<file path="config.mk">
export PLATFORM = sky130hd
export DESIGN_NAME = mult_div_unit
export DESIGN_NICKNAME = d
export VERILOG_FILES = /design/src/rtl/mult_div_unit.sv
export SDC_FILE = /design/constraint.sdc
export NUM_CORES = 1
export LEC_CHECK = 0
export ABC_AREA = 0
export CORE_MARGIN = 5
export CORE_UTILIZATION = 50
export CTS_CLUSTER_DIAMETER = 120
export CTS_CLUSTER_SIZE = 30
export DETAILED_ROUTE_END_ITERATION = 10
export PLACE_DENSITY = 0.74
export SLEW_MARGIN = 10
export SYNTH_ARGS = -nofsm -noshare
export SYNTH_HDL_FRONTEND = slang
export SYNTH_SLANG_ARGS = --single-unit
</file>
<file path="constraint.sdc">
create_clock -name clk -period 6 [get_ports clk]
set_input_delay 0.9 -clock clk [delete_from_list [all_inputs] [get_ports clk]]
set_output_delay 0.9 -clock clk [all_outputs]
set_load 0.02 [all_outputs]
</file>
<file path="src/rtl/mult_div_unit.sv">
// mult_div_unit
//   Multi-cycle signed multiplier/divider that owns the HI and LO registers.
//   A multiply or divide takes WIDTH iterations, one per clock. The result
//   is written to HI/LO only on the final iteration. Between operations
//   HI/LO hold their value.
//
// Ports
//   clk         rising-edge clock
//   reset       synchronous, active-high; aborts any operation in flight
//   start_mult  request signed multiply a*b (wins over start_div)
//   start_div   request signed divide a/b
//   a, b        operands (multiplicand/dividend, multiplier/divisor)
//   hi_output   HI register (product upper half / remainder)
//   lo_output   LO register (product lower half / quotient)
//   busy        operation in progress
//   done        one-cycle pulse when HI/LO have just been updated
//   div_zero    one-cycle pulse when a divide by zero was rejected
module mult_div_unit #(
  parameter int WIDTH = 32
) (
  input  logic             clk,
  input  logic             reset,
  input  logic             start_mult,
  input  logic             start_div,
  input  logic [WIDTH-1:0] a,
  input  logic [WIDTH-1:0] b,
  output logic [WIDTH-1:0] hi_output,
  output logic [WIDTH-1:0] lo_output,
  output logic             busy,
  output logic             done,
  output logic             div_zero
);

  localparam int CW = (WIDTH > 1) ? $clog2(WIDTH) : 1;

  typedef enum logic [1:0] {IDLE, MULT, DIV} state_t;

  state_t         state;
  logic [CW-1:0]  count;

  // Booth multiplier: the accumulator carries one extra sign bit so that
  // subtracting the most-negative multiplicand cannot overflow.
  logic [WIDTH:0]   mul_acc;
  logic [WIDTH-1:0] mul_q;
  logic             mul_qm1;
  logic [WIDTH:0]   mcand;

  // Restoring divider on magnitudes; signs are applied at the end.
  logic [WIDTH-1:0] div_rem;
  logic [WIDTH-1:0] div_quo;
  logic [WIDTH-1:0] div_dvs;
  logic             neg_q;
  logic             neg_r;

  logic [WIDTH:0]   booth_sum;
  logic [WIDTH:0]   mul_acc_next;
  logic [WIDTH-1:0] mul_q_next;
  logic             mul_qm1_next;
  logic [WIDTH:0]   div_shift;
  logic [WIDTH:0]   div_diff;
  logic [WIDTH-1:0] div_rem_next;
  logic [WIDTH-1:0] div_quo_next;
  logic [WIDTH-1:0] quo_final;
  logic [WIDTH-1:0] rem_final;
  logic             last_iter;

  // One Booth step: add or subtract the multiplicand depending on the
  // current multiplier bit pair, then arithmetic-shift {acc, q, q-1} right.
  // One restoring-divide step: shift in the next dividend bit and subtract
  // the divisor if it fits. The final values with signs applied are also
  // formed here so HI/LO can be loaded on the last iteration's edge.
  always_comb begin
    booth_sum = mul_acc;
    case ({mul_q[0], mul_qm1})
      2'b01:   booth_sum = mul_acc + mcand;
      2'b10:   booth_sum = mul_acc - mcand;
      default: booth_sum = mul_acc;
    endcase
    mul_acc_next = {booth_sum[WIDTH], booth_sum[WIDTH:1]};
    mul_q_next   = {booth_sum[0], mul_q[WIDTH-1:1]};
    mul_qm1_next = mul_q[0];

    div_shift    = {div_rem, div_quo[WIDTH-1]};
    div_diff     = div_shift - {1'b0, div_dvs};
    div_rem_next = div_diff[WIDTH] ? div_shift[WIDTH-1:0] : div_diff[WIDTH-1:0];
    div_quo_next = {div_quo[WIDTH-2:0], ~div_diff[WIDTH]};

    quo_final = neg_q ? -div_quo_next : div_quo_next;
    rem_final = neg_r ? -div_rem_next : div_rem_next;

    last_iter = (count == CW'(WIDTH - 1));
  end

  // Control FSM and datapath registers. done and div_zero default low every
  // cycle so they can only ever be single-cycle pulses. Starts are only
  // looked at in IDLE, so requests made while busy are dropped.
  always_ff @(posedge clk) begin
    if (reset) begin
      state     <= IDLE;
      count     <= '0;
      mul_acc   <= '0;
      mul_q     <= '0;
      mul_qm1   <= 1'b0;
      mcand     <= '0;
      div_rem   <= '0;
      div_quo   <= '0;
      div_dvs   <= '0;
      neg_q     <= 1'b0;
      neg_r     <= 1'b0;
      hi_output <= '0;
      lo_output <= '0;
      busy      <= 1'b0;
      done      <= 1'b0;
      div_zero  <= 1'b0;
    end else begin
      done     <= 1'b0;
      div_zero <= 1'b0;
      case (state)
        IDLE: begin
          count <= '0;
          if (start_mult) begin
            mul_acc <= '0;
            mul_q   <= b;
            mul_qm1 <= 1'b0;
            mcand   <= {a[WIDTH-1], a};
            busy    <= 1'b1;
            state   <= MULT;
          end else if (start_div && (b != '0)) begin
            div_rem <= '0;
            div_quo <= a[WIDTH-1] ? -a : a;
            div_dvs <= b[WIDTH-1] ? -b : b;
            neg_q   <= a[WIDTH-1] ^ b[WIDTH-1];
            neg_r   <= a[WIDTH-1];
            busy    <= 1'b1;
            state   <= DIV;
          end else if (start_div) begin
            div_zero <= 1'b1;
          end
        end
        MULT: begin
          mul_acc <= mul_acc_next;
          mul_q   <= mul_q_next;
          mul_qm1 <= mul_qm1_next;
          count   <= count + 1'b1;
          if (last_iter) begin
            hi_output <= mul_acc_next[WIDTH-1:0];
            lo_output <= mul_q_next;
            busy      <= 1'b0;
            done      <= 1'b1;
            state     <= IDLE;
          end
        end
        DIV: begin
          div_rem <= div_rem_next;
          div_quo <= div_quo_next;
          count   <= count + 1'b1;
          if (last_iter) begin
            hi_output <= rem_final;
            lo_output <= quo_final;
            busy      <= 1'b0;
            done      <= 1'b1;
            state     <= IDLE;
          end
        end
        default: begin
          busy  <= 1'b0;
          state <= IDLE;
        end
      endcase
    end
  end

endmodule

</file>
* Word-level counts from Yosys, hierarchy flattened *
Cells that the tools add are included.
Widths: inputs -> output; s select.

word-level totals
  word-level logic and storage cells = 92
  input bits = 68
  output and inout port bits = 67
  register bits = 270

operators by class
  equal/unequal tests = 12
  bitwise gates (word level) = 5
  reduce and logical (&&, ||, !) cells = 16
  add/subtract/negate cells = 8
  multiplexer cells = 35

operator list
  operator             count
  $mux 32              14
  $pmux 32 s2          5
  $pmux 33 s2          2
  $neg 32->32          4
  $add 33x33->33       1
  $mux 33              1
  $sub 33x32->33       1
  $sub 33x33->33       1
  $reduce_bool 32->1   1
  $ne 2x2->1 const B   5
  $pmux 5 s2           1
  $reduce_and 3->1     3
  $reduce_bool 2->1    4
  $mux 1               6
  $mux 2               3
  $reduce_and 2->1     3
  $add 5x1->5 const B  1
  $eq 5x5->1 const B   1
  $eq 2x1->1 const B   2
  $eq 2x2->1 const B   2
  $not 1->1            4
  $pmux 1 s2           2
  $pmux 2 s2           1
  $reduce_or 2->1      2
  other kinds (6)      6

* Logic depth before layout (Yosys ltp) *
  word-level depth = 6
  gate-level depth with buffers = 23
  gate-level depth less buffers = 21

* Worst setup path before layout *
OpenSTA, ideal clock, no wires.

  kind = register to register
  from = register mcand[2]
  to = register hi_output[30]
  period minus slack after synthesis = 4823 ps
  setup time = 59 ps
  stages on the path, launching flop included = 20
  arrival time = 4764 ps
  slack = 1177 ps
  required time = 5941 ps
  buffers on the path = 0
  cell sequence = dfxtp_1 -> or4_1 -> nor3_2 -> nor4b_1 -> nand2_1 -> nor2_1 -> a21oi_1 -> xnor2_1 -> ha_1 -> a21oi_1 -> nand2_1 -> or2_2 -> a2111o_1 -> a31oi_1 -> o21ai_0 -> a311o_1 -> and3_1 -> o31a_1 -> o32a_1 -> nand2_1

on the way
  word-level cells in the longest chain between the ends = 4
  elaborated cells between the ends (all ways) = 5
  classes of those cells = add/sub (2); mux (3)

ends and longest elaborated chain
  what                                              RTL line  text
  start, declared                                   46        logic [WIDTH:0] mcand;
  start signal, assigned                            125       mcand <= {a[WIDTH-1], a};
  $sub 33x33->33 or $add 33x33->33 (tied branches)  76, 75
  $pmux 33 s2 (*)                                   74        case ({mul_q[0], mul_qm1})
  $mux 32 (*)                                       145       if (last_iter) begin
  $pmux 32 s2 (*)                                   118       case (state)
  end signal, assigned                              146       hi_output <= mul_acc_next[WIDTH-1:0];
  end signal, assigned                              158       hi_output <= rem_final;
  end, declared                                     27        output logic [WIDTH-1:0] hi_output,

Mark *: on every way between the ends. The rest lies on a longest branch, timed or not. The select of a mux whose other input is x is not followed.
A chain may end at the register's enable or synchronous reset.

* Worst setup path after layout *
Same ends and word-level chain as after synthesis.

==> metrics.sh <==
DRTITER0DRC=1811
CAP_VIOLATIONS=0
WORSTSETUPSTARTPOINTTYPE='flop'
FIRST_PASS_ITERATION_COUNT_OF_THE_DETAILED_ROUTER=6
TIMING.CRITICAL_PATH.CELLS='or4_1 > nor3_2 > nand2_1 > nor4b_1 > a21oi_1 > xnor2_1 > ha_1 > a21oi_1 > nand2_1 > or2_2 > a2111o_1 > a31oi_1 > o21ai_0 > a311o_1 > and3_1 > o31a_1 > o32a_1 > nand2_1'
CLOCK_SINKS=269
CRITPATHBUFINV=0
YS_DOMINANT_REG_CELL='dfxtp_1'
WL_MM=60.1
FIN_WORST_HOLD_SLACK_NS=0.463
SETUP_REPAIR_AFTER_GLOBAL_ROUTING_MISSED_ITS_MARGIN='false'
WORST_PATH_MOST_REPEATED_CELL='nand2_1'
WORST_HOLD_PATH_TYPE='flop to flop'
SYNTH_SEQ_CELLS=269
POST_CTS.RESIZED_INSTANCES=0
SYNTH.AVG_CELL_AREA_SQ_UM=7.47
VDD.IR_DROP.WORST_mV=0.177
AREA_GROWTH_PCT=10.3
VIA_PER_INST=6.09
STATUS='completed'
DPL.HPWL_MM=45.4
SYNTH_TOP_CELL_AREA_SHARE_PCT=28.7
POSTLAYOUTSETUPSLACKWORST_NS=0.610
WORST_PIN_SLEW_NS=1.16
PWR_DENSITY_CELL_nW_PER_UM2=230
FRACTION_OF_REGISTERS_WITH_ASYNC_SET_RESET_PCT=0
IOPINCOUNT=135
FINAL_ANTENNA_NET_COUNT=0
NUM-NETS-FINAL=2667
DIE-AREA_SQ_UM=41500
FIN_WORST_SKEW_NS=0.0308
NUMBER_OF_NETS_IN_THE_SYNTHESIZED_NETLIST=2661
VIA_COUNT=18500
TIMING.SETUP.TNS_NS=0
CTSHOLDBUFFERS=0
ANTENNA_FOUND_INITIAL=0
FIN_AREA_SQ_UM=20700
LAYOUT_MIN_CYCLE_TIME_NS=5.39
P_LEAK_nW=7.56
CTS_TREE='done'
YS_SEQ_AREA_SHARE_PCT=28.7
DIE_WIDTH_MICRONS=204
CRIT_FANOUT=6
CP_SLOWEST_STAGE_DELAY_NS=0.58
CORE.ROWCOUNT=71
YS.WARNINGS.COUNT=0
POST-CTS-SETUP-BUFFER-COUNT=0
SETUP.WORST_PATH.CLASS='flop to flop'
SYNTH.AREA.TOP_CELLS='dfxtp_1 29%, nand2_1 6.3%, nor2_1 6.3%'
TIMING.MAX_SLEW.REL_SLACK_PCT=22.7
PLACEABLECOREAREA_SQ_UM=37400
PLACEMENT.IO_BUFFERS=134
SYNTHDOMINANTAREACELLTYPE='dfxtp_1'
GRT-OVFL-TOTAL=0
DRC_VIOLATION_COUNT_AFTER_ROUTING=0
TIMING_HOLD_VIOLATIONS_FINAL=0
GR-USAGE-ALL-LAYERS_PCT=27.7
MOST-COMMON-LAYOUT-CELLS='317 x nand2_1, 314 x nor2_1, 269 x dfxtp_1, 221 x a21oi_1, 136 x o21ai_0'
CP.REQUIRED_NS=6.46
CRITICAL_PATH.TOP_DELAY_FAMILY='compound AO/OA/AOI/OAI gates'
YS_TYPES=83
WL_PER_CELL_MICRONS=19.8
LAYOUT-DRIVE-GT1-SHARE_PCT=3.72
PLACEMENT.SETUP.WORST_SLACK_NS=0.393
DIODES=0
CLOCK_PATH_BUFFERS=3
CLOCK_TRANSITION_AT_THE_REGISTER_CLOCK_PINS_ON_THE_WORST_SETUP_AND_HOLD_PATHS_AFTER_CTS_NS=0.12
CTS_ROOT_BUFFER_TYPE='clkbuf_16'
SYN-CELL-AREA_SQ_UM=18800
COMMONEST_NON_FILL_NON_TAP_CELL_IN_THE_LAYOUT='nand2_1'
VIA_COUNT_OF_THE_FIRST_GLOBAL_ROUTING_PASS=17000
SYNTH_ENABLE_FLOP_CELLS=0
MAX_CLK_RATE_MHz=186
FINAL_MIN_PERIOD_OVER_CLOCK_PERIOD_PCT=89.8
CTSHTREEMAXLEVEL=1
GLOBAL_ROUTE_WIRE_LENGTH_BEFORE_REPAIR_MM=93.5
CRIT_END_CATEGORY='flop'
GRT_MAX_DEGREE=162
WORST-ENDPOINT-ARRIVAL_NS=5.85
CLK-INSERTION-DELAY-LATE_NS=0.53
GLOBALPLACE.CONGESTION=0.941
NETLIST_INSTANCES=2515
DETAILED_PLACE.AREA_SQ_UM=20300
WORST_PATH_MAX_DELAY_CELL='or4_1'
FINALSETUPVIOLATIONS=0
CHIPHEIGHT_MICRONS=204
SLEW_VIOL_FINAL=0
START_UTIL_PCT=50.2
CTS_INSERTED_BUFFERS=13
## report_power, final
group,internal (W),total (W),switching [W]
registers,0.00188,0.00200,0.000113
logic,0.000629,0.00172,0.00109
clock network,0.000415,0.00106,0.000643
total,0.00293,0.00477,0.00184
## synth_stat cells, types with 9 or more instances
library cell	n
nand2_1	317
nor2_1	316
dfxtp_1	269
a21oi_1	223
o21ai_0	137
clkbuf_1	119
a211oi_1	110
xnor2_1	98
inv_1	87
xor2_1	85
ha_1	76
mux2i_1	63
a22oi_1	49
nor3_1	39
nand3_1	35
o31ai_1	35
or3_1	35
a21o_1	30
buf_2	25
a31oi_1	23
o211ai_1	22
nand4_1	19
buf_1	18
nor4_1	18
o41ai_1	15
or4_1	15
nand2b_1	14
o21a_1	14
a2bb2oi_1	12
mux2_2	11
a211o_1	10
and3_1	10
nand3b_1	10
nor2b_1	10
a311oi_1	9
o21bai_1	9
## cell families after synthesis
kind of cell | share of synthesized area (%)
xor gates and xnor gates | 8.53
AOI/OAI and AO/OA | 27.4
adders and majority gates | 5.28
and+or+nand+nor | 20.8
buffers and inverters | 5.28
DFF | 28.7
muxes | 4.02
## path summary, 6_finish.rpt
kind | from | endpoint | slack, ns | depth (start not counted)
max | mcand[2]$_SDFFE_PP0P_ | hi_output[30]$_SDFFE_PP0P_ | 0.61 | 18
min | div_dvs[22]$_SDFFE_PP0P_ | div_dvs[22]$_SDFFE_PP0P_ | 0.46 | 2
max reg2reg | mcand[2]$_SDFFE_PP0P_ | hi_output[30]$_SDFFE_PP0P_ | 0.61 | 18
min reg2reg | div_dvs[22]$_SDFFE_PP0P_ | div_dvs[22]$_SDFFE_PP0P_ | 0.46 | 2
## metrics by stage
stage                     power, W  cells  util, %
after floorplan            0.00325   2515        -
after global placement     0.00369   3017     54.3
after detailed placement   0.00372   3017     54.3
after CTS                  0.00475   3035     55.3
after global routing       0.00502   3035     55.4
final                      0.00477   3035     55.4
## layout make-up
class                           count  area [sq um]
Fill cell                        3571         16700
Inverter                           87           327
Multi-Input combinational cell   1994         12500
Clock inverter                      4          48.8
Clock buffer                       14           329
Timing Repair Buffer              156          1510
Sequential cell                   269          5390
Tap cell                          511           639
## worst reg2reg max path: cells and delay by family, from the launching register on
kind	cells	cell delay, ns
flops	1	0.38
xor+xnor	1	0.21
fa+ha+maj	1	0.31
compound gates	8	2.31
simple gates	8	2.12
## sequential cells by signal (all words and copies together), names as in the netlist
signal	cells
neg_q	1
mul_q	32
done	1
neg_r	1
busy	1
hi_output	32
div_rem	32
state	2
div_quo	32
mul_acc	32
div_zero	1
count	5
div_dvs	32
mcand	32
mul_qm1	1
lo_output	32
## metal layers
metal  vias to the layer above  track usage (%)  part of all wire, %
met2                       710             44.7                   45
met3                       120             3.96                  6.8
met1                      8629             37.6                   44
met5                         -                0                    0
met4                         0             10.5                  4.2
li1                       9034                -                    -
No activity file was read; power rests on OpenSTA's default activity.
